### src/rtl/mode4_seq_pkg.sv
// ---------------------------------------------------------------------------
// mode4_seq_pkg
// Shared constants for the mode4 adder-tree sequencer.
//   - FSM state encodings (kept as plain localparams so older tools and
//     hand-written waveform decoders see stable numeric values).
//   - TREE_DRAIN_CYCLES: cycles between the last tree input and a settled
//     tree output (tree depth minus the input stage).
//   - TREE_GROUP_SIZE: operands the tree consumes per accepted group.
// ---------------------------------------------------------------------------
package mode4_seq_pkg;

    localparam logic [2:0] IDLE  = 3'd0;
    localparam logic [2:0] CLEAR = 3'd1;
    localparam logic [2:0] FEED  = 3'd2;
    localparam logic [2:0] DRAIN = 3'd3;
    localparam logic [2:0] DONE  = 3'd4;

    localparam int TREE_DRAIN_CYCLES = 2;
    localparam int TREE_GROUP_SIZE   = 4;

endpackage

### src/rtl/mode4_run_delay.sv
// ---------------------------------------------------------------------------
// mode4_run_delay
// Two-flop shift line that turns the tree's input-stage run enable into the
// run enables of the two downstream stages, so every stage advances exactly
// when the data word it holds is valid. Bubbles travel down as 0 bits.
// Ports:
//   clk     in   system clock
//   clear   in   synchronous clear (driven by the tree reset)
//   run_in  in   stage2 run enable
//   run_d1  out  run_in delayed one cycle  (stage1 run)
//   run_d2  out  run_in delayed two cycles (stage0 run)
// ---------------------------------------------------------------------------
module mode4_run_delay (
    input  logic clk,
    input  logic clear,
    input  logic run_in,
    output logic run_d1,
    output logic run_d2
);

    logic d1_q, d1_d;
    logic d2_q, d2_d;

    // Next state of the shift line; a clear flushes both taps so no stale
    // enable from an aborted reduction can reach the accumulator.
    always_comb begin
        d1_d = run_in;
        d2_d = d1_q;
        if (clear) begin
            d1_d = 1'b0;
            d2_d = 1'b0;
        end
    end

    // Shift-line registers.
    always_ff @(posedge clk) begin
        d1_q <= d1_d;
        d2_q <= d2_d;
    end

    assign run_d1 = d1_q;
    assign run_d2 = d2_q;

endmodule

### src/rtl/mode4_tree_sequencer.sv
// ---------------------------------------------------------------------------
// mode4_tree_sequencer
// Sequences one row reduction through the 4-input, 3-stage pipelined mode4
// adder tree: clears the tree, streams num_groups groups in over a
// valid/ready handshake, waits for the pipeline to drain, then presents the
// accumulated sum with a result handshake.
// Optional feature macro: MODE4_SEQ_PERF_EN (stall / reduction counters).
// Ports:
//   clk, reset         clock, synchronous active-high reset
//   start, num_groups  begin a reduction of num_groups groups (IDLE only)
//   in_valid/in_ready  upstream group handshake
//   stage2/1/0_run     tree stage run enables
//   tree_reset         tree clear (reset or CLEAR state)
//   result_valid/ready result handshake
//   busy               not IDLE
//   stall_cycles       FEED cycles with no valid input (perf builds)
//   red_count          completed reductions (perf builds)
// ---------------------------------------------------------------------------
module mode4_tree_sequencer
    import mode4_seq_pkg::*;
#(
    parameter int CNT_WIDTH  = 8,
    parameter int PERF_WIDTH = 16
) (
    input  logic                  clk,
    input  logic                  reset,
    input  logic                  start,
    input  logic [CNT_WIDTH-1:0]  num_groups,
    input  logic                  in_valid,
    output logic                  in_ready,
    output logic                  stage2_run,
    output logic                  stage1_run,
    output logic                  stage0_run,
    output logic                  tree_reset,
    output logic                  result_valid,
    input  logic                  result_ready,
    output logic                  busy,
    output logic [PERF_WIDTH-1:0] stall_cycles,
    output logic [PERF_WIDTH-1:0] red_count
);

    localparam logic [1:0] DRAIN_LAST = 2'(TREE_DRAIN_CYCLES - 1);

    logic [2:0]           state_q, state_d;
    logic [CNT_WIDTH-1:0] count_q, count_d;
    logic [CNT_WIDTH-1:0] num_q, num_d;
    logic [1:0]           drain_q, drain_d;
    logic                 accept;
    logic                 handshake;
    logic                 run_d1, run_d2;

    // Handshake-facing outputs come straight from the state register; they
    // are masked while reset is high so the reset cycle itself is quiet.
    assign in_ready     = ~reset & (state_q == FEED);
    assign result_valid = ~reset & (state_q == DONE);
    assign busy         = ~reset & (state_q != IDLE);
    assign tree_reset   = reset | (state_q == CLEAR);
    assign accept       = in_valid & in_ready;
    assign handshake    = result_valid & result_ready;
    assign stage2_run   = accept;

    // Main FSM next-state logic. The group counter only needs to reach
    // num_q-1, so a full 2**CNT_WIDTH-1 group reduction never wraps.
    always_comb begin
        state_d = state_q;
        count_d = count_q;
        num_d   = num_q;
        drain_d = drain_q;
        case (state_q)
            IDLE: begin
                if (start) begin
                    num_d   = num_groups;
                    count_d = '0;
                    state_d = CLEAR;
                end
            end
            CLEAR: begin
                drain_d = '0;
                state_d = (num_q != '0) ? FEED : DONE;
            end
            FEED: begin
                if (accept) begin
                    count_d = count_q + CNT_WIDTH'(1);
                    if (count_q == num_q - CNT_WIDTH'(1)) begin
                        state_d = DRAIN;
                    end
                end
            end
            DRAIN: begin
                drain_d = drain_q + 2'd1;
                if (drain_q == DRAIN_LAST) begin
                    state_d = DONE;
                end
            end
            DONE: begin
                if (result_ready) begin
                    state_d = IDLE;
                end
            end
            default: state_d = IDLE;
        endcase
    end

    // FSM and counter registers.
    always_ff @(posedge clk) begin
        if (reset) begin
            state_q <= IDLE;
            count_q <= '0;
            num_q   <= '0;
            drain_q <= '0;
        end else begin
            state_q <= state_d;
            count_q <= count_d;
            num_q   <= num_d;
            drain_q <= drain_d;
        end
    end

    // Downstream stage enables follow the input-stage enable; flushed by
    // the same clear that zeroes the tree.
    mode4_run_delay u_run_delay (
        .clk    (clk),
        .clear  (tree_reset),
        .run_in (stage2_run),
        .run_d1 (run_d1),
        .run_d2 (run_d2)
    );

    assign stage1_run = run_d1 & ~reset;
    assign stage0_run = run_d2 & ~reset;

`ifdef MODE4_SEQ_PERF_EN
    logic [PERF_WIDTH-1:0] stall_q, stall_d;
    logic [PERF_WIDTH-1:0] red_q, red_d;

    // Saturating perf counters: input starvation during FEED and completed
    // result handshakes. They survive across reductions until reset.
    always_comb begin
        stall_d = stall_q;
        red_d   = red_q;
        if ((state_q == FEED) && !in_valid && (stall_q != '1)) begin
            stall_d = stall_q + PERF_WIDTH'(1);
        end
        if (handshake && (red_q != '1)) begin
            red_d = red_q + PERF_WIDTH'(1);
        end
    end

    // Perf counter registers.
    always_ff @(posedge clk) begin
        if (reset) begin
            stall_q <= '0;
            red_q   <= '0;
        end else begin
            stall_q <= stall_d;
            red_q   <= red_d;
        end
    end

    assign stall_cycles = stall_q;
    assign red_count    = red_q;
`else
    assign stall_cycles = '0;
    assign red_count    = '0;
`endif

endmodule

### config.mk
export PLATFORM = sky130hd
export DESIGN_NAME = mode4_tree_sequencer
export DESIGN_NICKNAME = d
export VERILOG_FILES = /design/src/rtl/mode4_seq_pkg.sv /design/src/rtl/mode4_run_delay.sv /design/src/rtl/mode4_tree_sequencer.sv
export SDC_FILE = /design/constraint.sdc
export NUM_CORES = 1
export LEC_CHECK = 0
export CORE_AREA = 2 2 78 65
export CTS_BUF_LIST = sky130_fd_sc_hd__clkbuf_8 sky130_fd_sc_hd__clkbuf_16
export CTS_CLUSTER_DIAMETER = 30
export DETAILED_ROUTE_END_ITERATION = 16
export DIE_AREA = 0 0 80 67
export SLEW_MARGIN = 40
export SYNTH_ARGS = -nofsm -noshare
export SYNTH_HDL_FRONTEND = slang
export SYNTH_HIERARCHICAL = 1
export SYNTH_SLANG_ARGS = --single-unit
### constraint.sdc
create_clock -name clk -period 1.9 [get_ports clk]
set_input_delay 0.57 -clock clk [delete_from_list [all_inputs] [get_ports clk]]
set_output_delay 0.57 -clock clk [all_outputs]
set_load 0.01 [all_outputs]
After elaboration in Yosys (flattened, before gate mapping). Index checks and enable logic that the tools add are counted.

Register bits after elaboration: 23. Output and inout port bits: 39. Bits of input ports: 13. Word-level logic and storage cells: 47.

Mux-type cells: 11. Reductions and logical operators: 8. $add $sub $neg: 3. Equality and inequality tests: 11. Bitwise operators: 8.

Operators by type and width (number): 2-to-1 mux 3 bit (6); 2-to-1 mux 8 bit (2); one-hot mux 8 bit (2 select lines) (1); one-hot mux 3 bit (5 select lines) (1); adder 8 x 1 -> 8 bit, second input constant (1); == test 8 bit (1); nonzero test 8 bit (1); subtractor 8 x 1 -> 8 bit, second input constant (1); bitwise AND 1 bit (6); == test 3 x 2 -> 1 bit, second input constant (2); != test 2 bit, second input constant (3); AND reduction 5 bit (1); != test 2 x 1 -> 1 bit, second input constant (2); one-hot mux 2 bit (2 select lines) (1); nonzero test 2 bit (2); == test 3 x 1 -> 1 bit, second input constant (1); == test 3 bit, second input constant (1); zero test 3 bit (1); AND reduction 3 bit (1); nonzero test 3 bit (1); adder 2 x 1 -> 2 bit, second input constant (1); == test 2 x 1 -> 1 bit, second input constant (1); AND reduction 2 bit (1); NOT 1 bit (1); OR 1 bit (1).

Depth between registers and ports, before layout. Gate-level depths: netlist of run 1.

Depth after elaboration: 5. Depth in mapped cells: 7. Depth with buffers taken out: 7.

Modules after synthesis. The synthesis of run 1 kept the hierarchy.

Modules (own cells, without submodules): mode4_tree_sequencer (cells an instance 188, times used 1, seq. area each 420.4 um^2, area an instance 1520.2 um^2); mode4_run_delay (cells an instance 4, times used 1, seq. area each 40.0 um^2, area an instance 52.6 um^2).

Worst setup path after synthesis of run 1. OpenSTA, ideal clock, no wires.

Kind: input to output. Start point: input reset. End point: output in_ready. Cell stages on the path: 2. Data required time: 1330 ps. Arrival time: 1125 ps. Buffers on the path: 1. Path slack: 205 ps. Path through: buf_6 > nor4b_1.

Word-level cells in the longest chain between the ends: 2.

RTL lines: start, declared (RTL line mode4_tree_sequencer.sv:26) `input logic reset,`; NOT 1 bit (RTL line mode4_tree_sequencer.sv:54) `assign in_ready = ~reset & (state_q == FEED);`; bitwise AND 1 bit (RTL line mode4_tree_sequencer.sv:54); end, declared (RTL line mode4_tree_sequencer.sv:30) `output logic in_ready,`.

No other way between the ends.

Final worst setup path of run 1.
Start point: register state_q[1]. End point: output in_ready.

Word-level cells in the longest chain between the ends: 2.

RTL lines: start, declared (RTL line mode4_tree_sequencer.sv:44) `logic [2:0] state_q, state_d;`; start signal, assigned (RTL line mode4_tree_sequencer.sv:112) `state_q <= state_d;`; == test 3 x 2 -> 1 bit (RTL line mode4_tree_sequencer.sv:54); bitwise AND 1 bit (RTL line mode4_tree_sequencer.sv:54).

No other way between the ends.

==> summary.txt, run 1 <==
Cells and area
  – Final std cells w/o fill: 286
  – Nets: 244
  – Antenna diodes: 0
  – Area of the multi-input gates: 927 µm²
  – Area added between synthesis and finish: 16.9%
  – Post-Layout Inst Area: 1840 µm²
  – Filler Cell Count: 490
  – Share of cells above drive strength 1: 0.186
  – Sequential cell area: 464 µm²

Logic synthesis
  – Mean post-synth cell area: 8.19 µm²
  – Seq/Total Area, Yosys: 0.293
  – Synth Instances: 192
  – Ranking of synthesized cells by area: dfxtp_1 (29%), buf_4 (16%), nand2_1 (5.3%)
  – Seq cells post-synth: 23
  – Share of the synthesized area in the top cell type: 0.293
  – Yosys cell types: 40
  – Mapped cell area: 1570 µm²
  – Yosys warning count: 6
  – Cell accounting for the most synthesized area: dfxtp_1

Run status
  – Outcome: complete, no violations

Placed design
  – GP Congestion: 0.770
  – DP Cell Count: 281
  – Port Buf Inserts: 19
  – Pre-CTS WS: -0.674 ns
  – DP HPWL: 2310 µm
  – DP Area: 1800 µm²

Drt
  – ANT nets after route: 0
  – Vias per Instance: 4.34
  – Vias: 1240
  – Routed WL: 2980 µm
  – DR iter-0 viols: 35
  – First-pass DRT Iterations: 4
  – Avg WL per Cell: 10.4 µm
  – # DRC: 0

Timing
  – FMAX: 552 MHz
  – Slew Limit Fails: 0
  – Worst Slack Setup Final: 0.0896 ns
  – Fin crit period: 1.81 ns
  – Fin crit share: 0.953
  – Final setup viols: 0
  – RSZ-0062 raised after global routing: false
  – TNS Setup: 0 ns
  – Clk_skew: 0.00185 ns
  – Hold violation total from the final report: 0

Global routing
  – M3 GR Usage: 0.0298
  – Routing usage on met2: 0.176
  – GR Util met1: 0.162
  – Vias in the first global route: 1069
  – Gr usage total: 0.118
  – Initial antenna violation count: 0
  – GR peak layer: met2
  – GRT Residual Overflow: 0
  – Largest net degree at the start of global routing: 15
  – First-pass GRT wire length: 4870 µm

Clock network
  – CTS tree: built
  – Clk buf depth: 2
  – H-tree levels: 1
  – Total CTS buffers: 3
  – Hold Buf Count CTS: 0
  – Clk Latency, worst-skew pair: 0.27 ns
  – Clock root buffer: clkbuf_8
  – Clock sink total: 23
  – Clock-pin slew on the worst setup and hold paths: 0.08 ns

Critical path
  – Worst reg2reg path depth: 7
  – Crit path max fanout: 6
  – CP Class: reg -> out
  – CP max stage delay: 0.46 ns
  – Worst path slowest cell: dfxtp_1
  – Startpoint types: flip-flop
  – CP Data Arrival Time: 1.24 ns
  – R2R Setup Slk: 0.16 ns
  – Critical path required time: 1.33 ns
  – Crit path cell chain: nor4b_2 > dlygate4sd1_1
  – Crit path capture type: output pin

Pwr
  – Static leakage: 0.774 nW
  – Cell Pwr Density: 1050 nW/µm²
  – VDD IR max: 0.479 mV

Floorplan
  – Die span in x: 80 µm
  – Starting Density: 0.348
  – IO Pins: 52
  – Placement Rows: 22
  – Placeable Area: 4510 µm²
  – Die Y-Extent: 67 µm
  – Die area: 5360 µm²

Flow run
  – Max_cap viols: 0

Min path
  – Hold Crit Class: reg -> reg
  – Worst Hold Depth: 2
-- worst max-delay path: cells and delay by family, from the launching register on --
family / cells / cell delay (ns)
buf+inv: 1 / 0.28
simple gates: 1 / 0.23
flops: 1 / 0.46
-- metrics by stage --
stage | hold WS [ns] | power [mW] | util
floorplan | 0.430 | 1.38 | -
global placement | 0.445 | 1.62 | 0.398
detailed placement | 0.450 | 1.63 | 0.398
CTS | 0.462 | 1.94 | 0.410
global route | 0.477 | 2.10 | 0.407
finish | 0.457 | 1.93 | 0.407
-- cell type report --
class | count | area share
multi-input cells | 154 | 0.504
flip-flops and latches | 23 | 0.252
repair buffers | 38 | 0.164
well taps | 60 | 0.0408
clock buffers | 3 | 0.0224
inverters | 7 | 0.0143
clock inverters | 1 | 0.00204
-- registers in the layout, summed over array words and instances, names as in the netlist --
| name | flops |
|---|---|
| count_q | 8 |
| num_q | 8 |
| state_q | 3 |
| drain_q | 2 |
| u_run_delay/run_d1 | 1 |
| u_run_delay/run_d2 | 1 |
-- path summary, 6_finish.rpt --
| check | from | end |
|---|---|---|
| max | state_q[1] | in_ready |
| min | drain_q[1] | drain_q[1] |
| max reg2reg | num_q[1] | state_q[0] |
| min reg2reg | drain_q[1] | drain_q[1] |
-- cells by family (layout without fill, tap and decap cells) --
| family | Yosys count | count (layout) | synth area share |
|---|---|---|---|
| and+or+nand+nor | 71 | 71 | 0.236 |
| buffers and inverters | 46 | 49 | 0.203 |
| AOI/OAI and AO/OA | 30 | 30 | 0.134 |
| DFF | 23 | 23 | 0.293 |
| xor gates and xnor gates | 17 | 17 | 0.0994 |
| adders and majority gates | 4 | 4 | 0.0318 |
| other | 1 | 32 | 0.00238 |
-- layout by cell type (no fill, tap or decap), types with 3 or more instances in the layout --
cell type	count
a21oi_1	13
a22oi_1	3
buf_2	3
buf_4	19
clkbuf_2	3
clkbuf_8	3
clkdlybuf4s50_1	10
conb_1	32
dfxtp_1	20
dfxtp_2	3
ha_1	4
inv_1	8
nand2_1	22
nand2b_1	3
nand3_1	4
nor2_1	17
nor2b_1	6
o21ai_0	3
xnor2_1	8
xor2_1	8
-- what timing repair did --
item	CTS	global route
endpoints found under the hold margin	0	0
gates resized for setup	26	9
pin swaps	0	2
endpoints found under the setup margin	13	7
buffers inserted	0	1
-- power by group --
part | leakage (nW) | internal [mW] | switching [mW]
clock | 0.0269 | 0.145 | 0.157
combinational | 0.559 | 0.469 | 0.486
sequential | 0.188 | 0.560 | 0.110
-- metal layers --
layer / up-vias / share of wire / routed length [µm]
li1: 646 / - / -
met1: 552 / 0.51 / 1530
met2: 37 / 0.43 / 1270
met3: 5 / 0.049 / 146
met4: 0 / 0.013 / 40
met5: - / 0 / 0
-- synth_stat cells --
cell        n
and4_1      1
a21oi_1    13
and3_1      1
xnor2_1     8
buf_4      33
nor2_4      1
nand3_1     4
nor3_2      1
a2111oi_2   2
o21bai_1    1
a21boi_1    1
inv_1       7
nor4b_1     2
clkbuf_1    3
and3_4      1
o21ai_0     3
nand2b_1    3
o2111ai_1   1
xor2_1      8
or2b_1      1
a22oi_1     3
nor3_1      3
a31o_1      1
dfxtp_1    23
nor2b_1     6
nand3b_1    2
conb_1      1
o21a_1      1
nand4b_1    2
ha_1        4
nand4_1     2
o22a_1      1
xor2_2      1
o221ai_2    1
and4b_1     1
nand2_1    22
and2_1      1
a211oi_1    2
buf_6       3
nor2_1     17
(Power assumes the default switching activity.)
==> inputs of run 2 (changes only) <==
--- a/config.mk
+++ b/config.mk
@@ -10,6 +10,7 @@
 export CTS_CLUSTER_DIAMETER = 30
 export DETAILED_ROUTE_END_ITERATION = 16
 export DIE_AREA = 0 0 80 67
+export PLACE_DENSITY_LB_ADDON = 0.2
 export SLEW_MARGIN = 40
 export SYNTH_ARGS = -nofsm -noshare
 export SYNTH_HDL_FRONTEND = slang
==> summary.txt, run 2 (synthesis results as in run 1) <==
Run status
  – Outcome: complete, no violations

Drt
  – Vias: 1201 (-3.1%)
  – DR iter-0 viols: 35 (unchanged)
  – Routed WL: 2870 µm (-3.8%)
  – Avg WL per Cell: 10.1 µm (-3.1%)
  – # DRC: 0 (unchanged)
  – First-pass DRT Iterations: 4 (unchanged)
  – Vias per Instance: 4.23 (-2.5%)
  – ANT nets after route: 0 (unchanged)

Critical path
  – CP max stage delay: 0.37 ns (-0.09 ns)
  – CP Data Arrival Time: 1.25 ns (about the same)
  – Crit path max fanout: 7 (+1)
  – Worst path slowest cell: dfxtp_2
  – CP startpoint: state_q[2]
  – RR Startpoint: num_q[1]
  – Crit path capture type: output pin
  – Crit path buf inv count: 1 (unchanged)
  – Critical path required time: 1.33 ns (about the same)
  – Cell family with the largest share of critical-path delay: flip-flops
  – CP Class: reg -> out
  – Crit path cell chain: nand2b_1 > o21bai_1 > dlygate4sd2_1
  – Startpoint types: flip-flop

Floorplan
  – Placeable Area: 4510 µm² (unchanged)
  – Starting Density: 0.348 (unchanged)
  – IO Pins: 52 (unchanged)
  – Placement Rows: 22 (unchanged)
  – Die span in x: 80 µm (unchanged)
  – Die Y-Extent: 67 µm (unchanged)
  – Die area: 5360 µm² (unchanged)

Clock network
  – Clk buf depth: 2 (unchanged)
  – Clock root buffer: clkbuf_8
  – Clock sink total: 23 (unchanged)
  – Clk Latency, worst-skew pair: 0.27 ns (about the same)
  – Clock-pin slew on the worst setup and hold paths: 0.09 ns (about the same)
  – CTS tree: built
  – Hold Buf Count CTS: 0 (unchanged)
  – Total CTS buffers: 3 (unchanged)
  – H-tree levels: 1 (unchanged)

Global routing
  – Gr usage total: 0.115 (-0.00230)
  – Initial antenna violation count: 0 (unchanged)
  – Vias in the first global route: 1062 (-0.65%)
  – Largest net degree at the start of global routing: 14 (-1)
  – GRT Residual Overflow: 0 (unchanged)
  – First-pass GRT wire length: 4850 µm (-0.43%)

Cells and area
  – Final std cells w/o fill: 284 (-0.70%)
  – Nets: 242 (-0.82%)
  – Antenna diodes: 0 (unchanged)
  – Post-Layout Inst Area: 1840 µm² (+0.14%)
  – Largest regs: count_q: 8 flops, num_q: 8 flops, state_q: 3 flops
  – Filler Cell Count: 487 (-0.61%)
  – Most common cell after layout, fill and taps aside: conb_1
  – Area added between synthesis and finish: 17.1%
  – Share of cells above drive strength 1: 0.170 (-0.0162)
  – Most frequent cells in the layout: conb_1 (32), nand2_1 (22), dfxtp_1 (20)

Placed design
  – DP Cell Count: 279 (-0.71%)
  – DP HPWL: 2310 µm (-0.11%)
  – Pre-CTS WS: -0.695 ns (-0.0205 ns)
  – DP Area: 1780 µm² (-0.84%)
  – GP Congestion: 0.757 (-1.7%)
  – Port Buf Inserts: 19 (unchanged)

Pwr
  – VDD IR max: 0.491 mV (+2.6%)
  – Combinational share of power: 0.496 (about the same)
  – Static leakage: 0.762 nW (-1.6%)
  – Clock power frac: 0.160 (+0.003)
  – Internal Power: 1.19 mW (+1.1%)
  – Sequential Power Share: 0.344 (-0.004)
  – Switching share of power: 0.388 (-0.00345)
  – Cell Pwr Density: 1050 nW/µm² (+0.41%)
  – Psw: 751 µW (-0.34%)

Timing
  – Hold violation total from the final report: 0 (unchanged)
  – Slew Limit Fails: 0 (unchanged)
  – Final setup viols: 0 (unchanged)
  – RSZ-0062 raised after global routing: false
  – Clk_skew: 0.00966 ns (+0.00781 ns)
  – Fin crit share: 0.956 (+0.00272)
  – Final hold slack: 0.461 ns (+0.00350 ns)
  – Worst Slack Setup Final: 0.0844 ns (-0.00516 ns)
  – FMAX: 551 MHz (-0.28%)
  – Fin crit period: 1.82 ns (+0.00516 ns)

Min path
  – Hold Crit Class: reg -> reg
  – Hold Startpoint: drain_q[1]

Flow run
  – Max_cap viols: 0 (unchanged)
-- run 2: worst paths after layout --
check	to	slack [ns]	cells after the start
setup / recovery	tree_reset	0.08	3
hold / removal	drain_q[1]	0.46	2
setup reg to reg	state_q[0]	0.19	7
hold reg to reg	drain_q[1]	0.46	2
-- run 2: cell type report --
| type | instances | area [µm²] | share of cell area |
|---|---|---|---|
| clock buffer | 3 | 41.3 | 0.0224 |
| timing repair buffer | 36 | 300 | 0.163 |
| tap | 60 | 75.1 | 0.0408 |
| sequential | 23 | 467 | 0.253 |
| clock inverter | 1 | 5.00 | 0.00272 |
| inverter | 7 | 26.3 | 0.0143 |
| multi-input combinational | 154 | 927 | 0.503 |
-- run 2: repair_timing --
| action | CTS | global route |
|---|---|---|
| setup buffers | 1 | 0 |
| gates resized for setup | 24 | 7 |
| setup endpoints to repair | 13 | 7 |
| endpoints found under the hold margin | 0 | 0 |
-- run 2: power by group through the flow --
stage / clock network (mW) / registers (mW) / logic [mW]
detailed placement: 0 / 0.660 / 0.971
floorplan: 0 / 0.629 / 0.748
CTS: 0.320 / 0.657 / 0.970
global route: 0.339 / 0.679 / 1.09
global placement: 0 / 0.662 / 0.971
finish: 0.310 / 0.666 / 0.961
-- run 2: layer usage --
layer | wire, µm | GRT usage | share of wire
met2 | 1120 | 0.169 | 0.39
met1 | 1600 | 0.169 | 0.56
met3 | 151 | 0.0285 | 0.053
met5 | 0 | 0 | 0
met4 | 0 | 0.0254 | 0
-- run 2: tightest hold or removal path, cell delays in order (launching register included) --
cell	delay, ns
dfxtp_1	0.32
nand2_1	0.05
a21oi_1	0.05
-- run 2: metrics by stage --
step           TNS [ns]  power (mW)   util
6_report              0        1.94  0.408
5_1_grt               0        2.11  0.408
4_1_cts        -0.00623        1.95  0.408
3_5_place_dp      -6.85        1.63  0.395
3_3_place_gp      -6.64        1.63  0.395
2_1_floorplan         0        1.38      -
==> inputs of run 3 (changes only) <==
--- a/config.mk
+++ b/config.mk
@@ -5,12 +5,13 @@
 export SDC_FILE = /design/constraint.sdc
 export NUM_CORES = 1
 export LEC_CHECK = 0
-export CORE_AREA = 2 2 78 65
+export CORE_AREA = 2 2 70 58
 export CTS_BUF_LIST = sky130_fd_sc_hd__clkbuf_8 sky130_fd_sc_hd__clkbuf_16
 export CTS_CLUSTER_DIAMETER = 30
 export DETAILED_ROUTE_END_ITERATION = 16
-export DIE_AREA = 0 0 80 67
+export DIE_AREA = 0 0 72 60
 export PLACE_DENSITY_LB_ADDON = 0.2
+export SKIP_CTS_REPAIR_TIMING = 1
 export SLEW_MARGIN = 40
 export SYNTH_ARGS = -nofsm -noshare
 export SYNTH_HDL_FRONTEND = slang
==> summary.txt, run 3 (synthesis results as in run 1) <==
Critical path
  – Most used cell, CP: dlymetal6s2s_1
  – Cell family with the largest share of critical-path delay: buffers and inverters
  – CP max stage delay: 0.24 ns (-0.13 ns)
  – Crit path buf inv count: 3 (+2)
  – R2R Setup Slk: 0.16 ns (-0.03 ns)
  – Crit path capture type: output pin
  – CP Data Arrival Time: 1.22 ns (-0.03 ns)
  – Critical path required time: 1.33 ns (about the same)
  – Worst path slowest cell: dlymetal6s2s_1
  – Startpoint types: input pin
  – Crit path cell chain: dlymetal6s2s_1 > buf_4 > nor2b_1 > dlymetal6s2s_1
  – Crit path max fanout: 7 (unchanged)
  – CP Class: in -> out

Cells and area
  – Post-Layout Inst Area: 1900 µm² (+3.3%)
  – Antenna diodes: 0 (unchanged)
  – Nets: 245 (+1.2%)
  – Most common cell after layout, fill and taps aside: conb_1
  – Final std cells w/o fill: 271 (-4.6%)
  – Filler Cell Count: 370 (-24%)
  – Most frequent cells in the layout: conb_1 (32), nand2_1 (22), dfxtp_1 (21)
  – Largest regs: count_q: 8 flops, num_q: 8 flops, state_q: 3 flops
  – Share of cells above drive strength 1: 0.163 (-0.00665)
  – Area added between synthesis and finish: 21.0%

Pwr
  – Pwr Total: 2.03 mW (+4.5%)
  – Static leakage: 0.883 nW (+16%)
  – Cell Pwr Density: 1060 nW/µm² (+1.2%)
  – VDD IR max: 0.588 mV (+20%)

Clock network
  – Clk buf depth: 2 (unchanged)
  – H-tree levels: 1 (unchanged)
  – Clock root buffer: clkbuf_8
  – Clock-pin slew on the worst setup and hold paths: 0.07 ns (-0.02 ns)
  – Clock sink total: 23 (unchanged)
  – CTS tree: built
  – Total CTS buffers: 3 (unchanged)
  – Clk Latency, worst-skew pair: 0.26 ns (about the same)

Timing
  – Fin crit period: 1.79 ns (-0.0239 ns)
  – Clk_skew: 0.00119 ns (-0.00846 ns)
  – Fin crit share: 0.943 (-0.0126)
  – Hold violation total from the final report: 0 (unchanged)
  – RSZ-0062 raised after global routing: false
  – Worst Slack Setup Final: 0.108 ns (+0.0239 ns)
  – Slew Limit Fails: 0 (unchanged)
  – Final setup viols: 0 (unchanged)
  – TNS Setup: 0 ns (unchanged)
  – FMAX: 558 MHz (+1.3%)

Drt
  – # DRC: 0 (unchanged)
  – DR iter-0 viols: 39 (+11%)
  – Vias: 1246 (+3.7%)
  – First-pass DRT Iterations: 4 (unchanged)
  – Routed WL: 2990 µm (+4.4%)
  – Vias per Instance: 4.60 (+8.7%)
  – Avg WL per Cell: 11.0 µm (+9.4%)
  – ANT nets after route: 0 (unchanged)

Placed design
  – Port Buf Inserts: 19 (unchanged)
  – Pre-CTS WS: -0.630 ns (+0.0645 ns)
  – DP Area: 1800 µm² (+1.3%)
  – DP Cell Count: 267 (-4.3%)
  – DP HPWL: 2300 µm (-0.49%)
  – GP Congestion: 0.820 (+8.3%)

Floorplan
  – Starting Density: 0.428 (+0.0792)
  – Die span in x: 72 µm (-10%)
  – Placement Rows: 20 (-9.1%)
  – IO Pins: 52 (unchanged)
  – Die area: 4320 µm² (-19%)
  – Placeable Area: 3680 µm² (-19%)
  – Die Y-Extent: 60 µm (-10%)

Global routing
  – First-pass GRT wire length: 4980 µm (+2.7%)
  – Gr usage total: 0.148 (+0.0326)
  – Vias in the first global route: 1117 (+5.2%)
  – GRT Residual Overflow: 0 (unchanged)
  – Initial antenna violation count: 0 (unchanged)
  – Largest net degree at the start of global routing: 13 (-1)

Min path
  – Hold Crit Class: reg -> reg

Flow run
  – Max_cap viols: 0 (unchanged)

Run status
  – Outcome: complete, no violations
[run 3: cell types whose count changed in the layout (fill, tap and decap cells not counted), moves of 2 or more]
cell,delta
clkdlybuf4s15_1,-2
buf_2,-2
dlygate4sd2_1,-2
buf_4,+2
dlymetal6s2s_1,+8
[run 3: final cells by class]
| class | instances | area [µm²] | share of cell area |
|---|---|---|---|
| clock buffer | 3 | 41.3 | 0.0217 |
| clock inverter | 1 | 3.75 | 0.00197 |
| inverter | 7 | 26.3 | 0.0138 |
| multi-input combinational | 154 | 946 | 0.497 |
| sequential | 23 | 463 | 0.243 |
| tap | 44 | 55.1 | 0.0289 |
| timing repair buffer | 39 | 368 | 0.193 |
[run 3: path summary, 6_finish.rpt]
path,end,cells after the start,start
max,stage1_run,4,reset
min,drain_q[1],2,drain_q[1]
max reg2reg,state_q[0],7,num_q[0]
min reg2reg,drain_q[1],2,drain_q[1]
[run 3: tightest hold or removal path, delay by kind of cell (launching register included)]
family           cells  cell delay [ns]
flip-flops           1             0.32
AND/OR/NAND/NOR      1             0.05
AO/OA/AOI/OAI        1             0.05
[run 3: report_power, final]
| part | total (mW) | switching (mW) | internal (mW) |
|---|---|---|---|
| registers | 0.648 | 0.0906 | 0.558 |
| clock network | 0.286 | 0.143 | 0.144 |
| logic | 1.09 | 0.541 | 0.549 |
| total | 2.03 | 0.775 | 1.25 |
[run 3: per-stage QoR]
| step | hold WS, ns | utilization |
|---|---|---|
| CTS | 0.466 | 0.503 |
| global placement | 0.442 | 0.490 |
| detailed placement | 0.454 | 0.490 |
| floorplan | 0.430 | - |
| finish | 0.469 | 0.517 |
| global route | 0.489 | 0.517 |
[run 3: layer usage]
| layer | share of wire | up-vias | wire, µm | global-route usage |
|---|---|---|---|---|
| met4 | 0.013 | 0 | 40 | 0.0485 |
| met1 | 0.52 | 562 | 1570 | 0.211 |
| met5 | 0 | - | 0 | 0 |
| met2 | 0.42 | 35 | 1260 | 0.222 |
| li1 | - | 644 | - | - |
| met3 | 0.044 | 5 | 131 | 0.0320 |
